<file path="src/rtl/iq_packer.sv">
// iq_packer: captures signed I/Q sample pairs, decimates them and packs them
// into 32-bit words with a one-cycle write strobe for the AXI2S sink.
module iq_packer #(
    parameter int SW = 12
) (
    input  logic                 Sclk,
    input  logic                 rst_n,
    input  logic                 en,
    input  logic                 sync,
    input  logic                 mode,
    input  logic [7:0]           decim,
    input  logic signed [SW-1:0] din_i,
    input  logic signed [SW-1:0] din_q,
    input  logic                 din_valid,
    output logic [31:0]          Sout,
    output logic                 Ien,
    output logic [31:0]          wcnt,
    output logic [1:0]           state
);

    typedef enum logic [1:0] {
        IDLE  = 2'd0,
        ARMED = 2'd1,
        RUN   = 2'd2
    } state_t;

    state_t      state_q, state_d;
    logic        sync_q, sync_d;
    logic [7:0]  dcnt_q, dcnt_d;
    logic [7:0]  decim_q, decim_d;
    logic        mode_q, mode_d;
    logic        phase_q, phase_d;
    logic [15:0] hold_q, hold_d;
    logic [31:0] sout_q, sout_d;
    logic        ien_q, ien_d;
    logic [31:0] wcnt_q, wcnt_d;

    logic        sync_rise;
    logic        accept;
    logic        phase_cur;
    logic [7:0]  dcnt_cur;
    logic [15:0] i_ext, q_ext;
    logic [7:0]  i_top, q_top;

    // Only the first cycle of a sync level counts as a frame event.
    assign sync_rise = sync & ~sync_q;

    // Mode 0 keeps full sign-extended samples; mode 1 keeps the top byte.
    assign i_ext = 16'(din_i);
    assign q_ext = 16'(din_q);
    assign i_top = din_i[SW-1 -: 8];
    assign q_top = din_q[SW-1 -: 8];

    // Next-state, decimation, packing and word counting.
    always_comb begin
        state_d   = state_q;
        sync_d    = sync;
        dcnt_d    = dcnt_q;
        decim_d   = decim_q;
        mode_d    = mode_q;
        phase_d   = phase_q;
        hold_d    = hold_q;
        sout_d    = sout_q;
        ien_d     = 1'b0;
        wcnt_d    = wcnt_q;
        accept    = 1'b0;
        // A re-sync in RUN restarts the frame before this cycle's sample is judged.
        dcnt_cur  = sync_rise ? 8'd0 : dcnt_q;
        phase_cur = sync_rise ? 1'b0 : phase_q;

        case (state_q)
            IDLE: begin
                if (en) state_d = ARMED;
            end
            ARMED: begin
                if (sync_rise) begin
                    state_d = RUN;
                    decim_d = decim;
                    mode_d  = mode;
                    dcnt_d  = 8'd0;
                    phase_d = 1'b0;
                end
            end
            RUN: begin
                dcnt_d  = dcnt_cur;
                phase_d = phase_cur;
                if (din_valid && en) begin
                    accept = (dcnt_cur == 8'd0);
                    dcnt_d = (dcnt_cur == decim_q) ? 8'd0 : dcnt_cur + 8'd1;
                end
            end
            default: state_d = IDLE;
        endcase

        if (accept) begin
            if (!mode_q) begin
                sout_d = {q_ext, i_ext};
                ien_d  = 1'b1;
            end else if (!phase_cur) begin
                hold_d  = {q_top, i_top};
                phase_d = 1'b1;
            end else begin
                sout_d  = {q_top, i_top, hold_q};
                ien_d   = 1'b1;
                phase_d = 1'b0;
            end
        end

        // Dropping enable wins over everything and discards any half word.
        if (!en) begin
            state_d = IDLE;
            dcnt_d  = 8'd0;
            phase_d = 1'b0;
        end

        if (ien_d) wcnt_d = wcnt_q + 32'd1;
        if (state_d == IDLE) wcnt_d = 32'd0;
    end

    // State and datapath registers.
    always_ff @(posedge Sclk or negedge rst_n) begin
        if (!rst_n) begin
            state_q <= IDLE;
            sync_q  <= 1'b0;
            dcnt_q  <= 8'd0;
            decim_q <= 8'd0;
            mode_q  <= 1'b0;
            phase_q <= 1'b0;
            hold_q  <= 16'd0;
            sout_q  <= 32'd0;
            ien_q   <= 1'b0;
            wcnt_q  <= 32'd0;
        end else begin
            state_q <= state_d;
            sync_q  <= sync_d;
            dcnt_q  <= dcnt_d;
            decim_q <= decim_d;
            mode_q  <= mode_d;
            phase_q <= phase_d;
            hold_q  <= hold_d;
            sout_q  <= sout_d;
            ien_q   <= ien_d;
            wcnt_q  <= wcnt_d;
        end
    end

    assign Sout  = sout_q;
    assign Ien   = ien_q;
    assign wcnt  = wcnt_q;
    assign state = state_q;

endmodule

</file>
<file path="config.mk">
export PLATFORM = sky130hd
export DESIGN_NAME = iq_packer
export DESIGN_NICKNAME = d
export VERILOG_FILES = /design/src/rtl/iq_packer.sv
export SDC_FILE = /design/constraint.sdc
export NUM_CORES = 1
export LEC_CHECK = 0
export CAP_MARGIN = 20
export CORE_AREA = 8 8 110 112
export DETAILED_ROUTE_END_ITERATION = 10
export DIE_AREA = 0 0 118 120
export DONT_BUFFER_PORTS = 1
export PLACE_DENSITY = 0.74
export SLEW_MARGIN = 20
export SYNTH_ARGS = -nofsm -noshare
export SYNTH_HDL_FRONTEND = slang
export SYNTH_SLANG_ARGS = --single-unit
</file>
<file path="constraint.sdc">
create_clock -name Sclk -period 3.1 [get_ports Sclk]
set_input_delay 0.31 -clock Sclk [delete_from_list [all_inputs] [get_ports Sclk]]
set_output_delay 0.31 -clock Sclk [all_outputs]
set_load 0.01 [all_outputs]
</file>
==> impl_metrics.json <==
{
  "outcome": "complete, no violations",
  "power.share.switching_pct": 32.1,
  "finish.net_count": 532,
  "grt_setup_unrepaired": "no",
  "vdd_ir_drop_max_v": 0.000233,
  "timing.max_cap.violations": 0,
  "leakage_nw": 2.28,
  "track_usage_pct": 16.6,
  "route.detailed.vias_per_inst": 5.68,
  "avgSynthCellArea_um2": 10.0,
  "fp.dieH_um": 120,
  "postSynth.asyncResetShare_pct": 100,
  "design.portCount": 105,
  "multiplexer_area_fraction_after_synthesis_pct": 10.3,
  "timing.fmax_ghz": 0.400,
  "clk_path_buf_depth": 2,
  "grt.met1_usage_pct": 21.2,
  "routability_cong": 0.918,
  "residual_drc": 0,
  "crit_buf_inv": 2,
  "finalMaxSlewViolations": 0,
  "skew_ps": 15.9,
  "cts-resized-gates": 0,
  "worstMarginPinSlew_ps": 549,
  "maxSlewHeadroom_pct": 63.4,
  "nFillCells": 978,
  "layout_commonest_cell": "sky130_fd_sc_hd__dfrtp_1",
  "report.final.hold_viol_count": 0,
  "global_route.usage.met2_pct": 25.7,
  "worst_skew_late_latency_ps": 370,
  "wirelength_um": 11500,
  "pwr-share-comb_pct": 14.9,
  "unique_masters_post_synth": 45,
  "final.period_utilization_pct": 80.6,
  "drc_violation_total_after_the_first_tritonroute_iteration": 305,
  "number_of_buffers_added_by_the_clock_tree_synthesis_step": 9,
  "clk_transition_reported_paths_ps": 110,
  "cts.htree.levels": 3,
  "multi_input_area_um2": 2270,
  "syn_nets": 538,
  "switching_power_uw": 958,
  "final_design_area_no_fill_um2": 5340,
  "setup_viol": 0,
  "worstPathMaxFanout": 6,
  "synth_enable_flop_cells": 0,
  "routed-via-count": 3601,
  "critical_path_start_end_classification": "reg -> reg",
  "place_ws_ps": 620,
  "cp-end-kind": "flip-flop",
  "chipWidth_um": 118,
  "holdCritPathClass": "in -> reg",
  "grtUsageMet3_pct": 6.62,
  "first_global_vias": 3574,
  "power_frac_clock_pct": 28.0,
  "layoutNonFillerInstCount": 634,
  "drive_above_1_share_pct": 10.9,
  "area.sequential_um2": 2550,
  "cp_cell_sequence": "inv_1, ha_1, inv_1, nor2_1, nand4_4, or3_4, or4_1, a21oi_1",
  "ys_seq_area_share_pct": 51.5,
  "post-cts-setup-buffers": 0,
  "setup_ws_ps": 600,
  "drt.antenna.violating_nets": 0,
  "grt.overflow.total": 0,
  "drt_pass1_iterations": 5,
  "synthAdderAreaFrac_pct": 1.26,
  "hold_buffer_count_at_cts": 3,
  "post_synthesis_xor_xnor_area_fraction_pct": 6.00,
  "pin_count_of_the_biggest_net_entering_global_routing": 103,
  "synthFlopType": "sky130_fd_sc_hd__dfrtp_1",
  "yosys_warnings": 0,
  "mostFrequentLayoutCells": "102 x sky130_fd_sc_hd__dfrtp_1, 58 x sky130_fd_sc_hd__nand2_1, 49 x sky130_fd_sc_hd__nor2_1",
  "synth_cells": 495,
  "synth_area_um2": 4960,
  "synthSimpleGateAreaFrac_pct": 18.9,
  "setup_tns_ps": 0,
  "cts_sinks": 102,
  "cts_root_buf": "sky130_fd_sc_hd__clkbuf_8",
  "largest_family_of_logic_cells_by_synthesized_area": "simple AND/OR/NAND/NOR gates",
  "place.port_buffers": 0,
  "synth_compound_area_share_pct": 9.10,
  "power_density_nw_per_um2": 560,
  "core-area_um2": 10500,
  "period_minus_slack_ps": 2500,
  "die_area_um2": 14200,
  "start_util_pct": 47.2,
  "critical_path.max_stage_delay_ps": 480,
  "dpl.cell_count": 615,
  "syn_to_final_growth_pct": 7.57,
  "avgRoutedWirePerCell_um": 18.2,
  "critPathArrivalTime_ps": 2800,
  "slowest_stage": "sky130_fd_sc_hd__dfrtp_1",
  "worst_setup_path_start_kind": "flip-flop",
  "path_common_cell": "sky130_fd_sc_hd__inv_1",
  "placed_cell_area_um2": 5090,
  "initial_antenna_violation_count": 0,
  "diodes": 0,
  "cts_tree": "built",
  "required_worst_endpoint_ps": 3400,
  "synth.ff_latch_count": 102,
  "grt_most_used_layer": "met2",
  "hpwlAfterDp_um": 8260,
  "internal_power_mw": 2.03,
  "pwr-share-seq_pct": 57.1,
  "family_with_the_most_delay_on_the_worst_path": "simple AND/OR/NAND/NOR gates",
  "grt_pass1_wl_um": 19300,
  "num_rows": 38
}
==> worst paths after layout <==
path,start,end,slack (ps),cells past startpoint
max in group asynchronous,rst_n,decim_q[6],2170,2
setup / recovery,state[0],wcnt[26],600,8
min in group asynchronous,rst_n,Sout[18],490,2
hold reg to reg,hold_q[11],hold_q[11],520,1
hold / removal,din_q[11],Sout[31],50,2
setup reg to reg,state[0],wcnt[26],600,8
==> cell type report <==
cell class / count / share of cell area (%)
Sequential cell: 102 / 47.8
Clock buffer: 9 / 2.32
Inverter: 12 / 0.844
Tap cell: 140 / 3.28
Timing Repair Buffer: 9 / 1.74
Multi-Input combinational cell: 355 / 42.5
Clock inverter: 7 / 1.48
==> metrics by stage <==
step	hold slack, ps	util [%]	power, mW
finish	45.1	50.8	2.99
global route	18.0	50.8	3.15
floorplan	14.4	-	2.03
CTS	26.3	50.8	3.03
global placement	17.0	48.4	2.13
detailed placement	16.5	48.4	2.15
==> worst register-to-register path: stages, from the launching register on <==
cell	delay, ps
sky130_fd_sc_hd__dfrtp_1	480
sky130_fd_sc_hd__inv_1	120
sky130_fd_sc_hd__ha_1	260
sky130_fd_sc_hd__inv_1	130
sky130_fd_sc_hd__nor2_1	370
sky130_fd_sc_hd__nand4_4	150
sky130_fd_sc_hd__or3_4	380
sky130_fd_sc_hd__or4_1	400
sky130_fd_sc_hd__a21oi_1	160
==> cells in the mapped netlist, types with 3 or more instances <==
cell                       count  area, um2
sky130_fd_sc_hd__nor2b_1       3       18.8
sky130_fd_sc_hd__o21ai_0      38        190
sky130_fd_sc_hd__nand3_1      23        115
sky130_fd_sc_hd__a21oi_1      17       85.1
sky130_fd_sc_hd__clkbuf_1     20       75.1
sky130_fd_sc_hd__mux2i_1      23        230
sky130_fd_sc_hd__o32ai_1       3       26.3
sky130_fd_sc_hd__and2_1        3       18.8
sky130_fd_sc_hd__nor3_1        7       35.0
sky130_fd_sc_hd__xor2_1        9       78.8
sky130_fd_sc_hd__nand4_1      11       68.8
sky130_fd_sc_hd__inv_1        12       45.0
sky130_fd_sc_hd__nand2_1      58        218
sky130_fd_sc_hd__a31oi_1       4       25.0
sky130_fd_sc_hd__mux2_2       25        282
sky130_fd_sc_hd__ha_1          5       62.6
sky130_fd_sc_hd__nor2_1       49        184
sky130_fd_sc_hd__dfrtp_1     102       2550
sky130_fd_sc_hd__nor4bb_1      4       40.0
sky130_fd_sc_hd__and4_1        4       35.0
sky130_fd_sc_hd__nor4_1       13       81.3
sky130_fd_sc_hd__and3_1        6       37.5
sky130_fd_sc_hd__xnor2_1      25        219
sky130_fd_sc_hd__buf_1         3       11.3
==> metal layers <==
metal | routed length [um] | part of all wire [%]
met5 | 0 | 0
met4 | 151 | 1.3
met3 | 988 | 8.6
met2 | 5390 | 47
met1 | 5000 | 43
==> sequential cells by signal, indices dropped and copies added, names as in the netlist <==
signal / flops
hold_q: 16
sync_q: 1
dcnt_q: 8
mode_q: 1
state: 2
decim_q: 8
Sout: 32
phase_q: 1
Ien: 1
wcnt: 32
==> cells by family after synthesis <==
logic type | Yosys count
AND/OR/NAND/NOR | 190
flip-flops | 102
AO/OA/AOI/OAI | 78
multiplexers | 48
buffers and inverters | 38
XOR/XNOR | 34
adder cells (fa/ha/maj) | 5
==> power by group through the flow <==
stage | Sequential (mW) | Combinational [mW] | Clock, mW
after floorplan | 1.68 | 0.351 | 0
after global placement | 1.73 | 0.398 | 0
final | 1.70 | 0.444 | 0.837
after global routing | 1.73 | 0.504 | 0.914
after detailed placement | 1.74 | 0.414 | 0
after CTS | 1.71 | 0.449 | 0.863
Note: power is estimated with default switching activity, not from simulation.
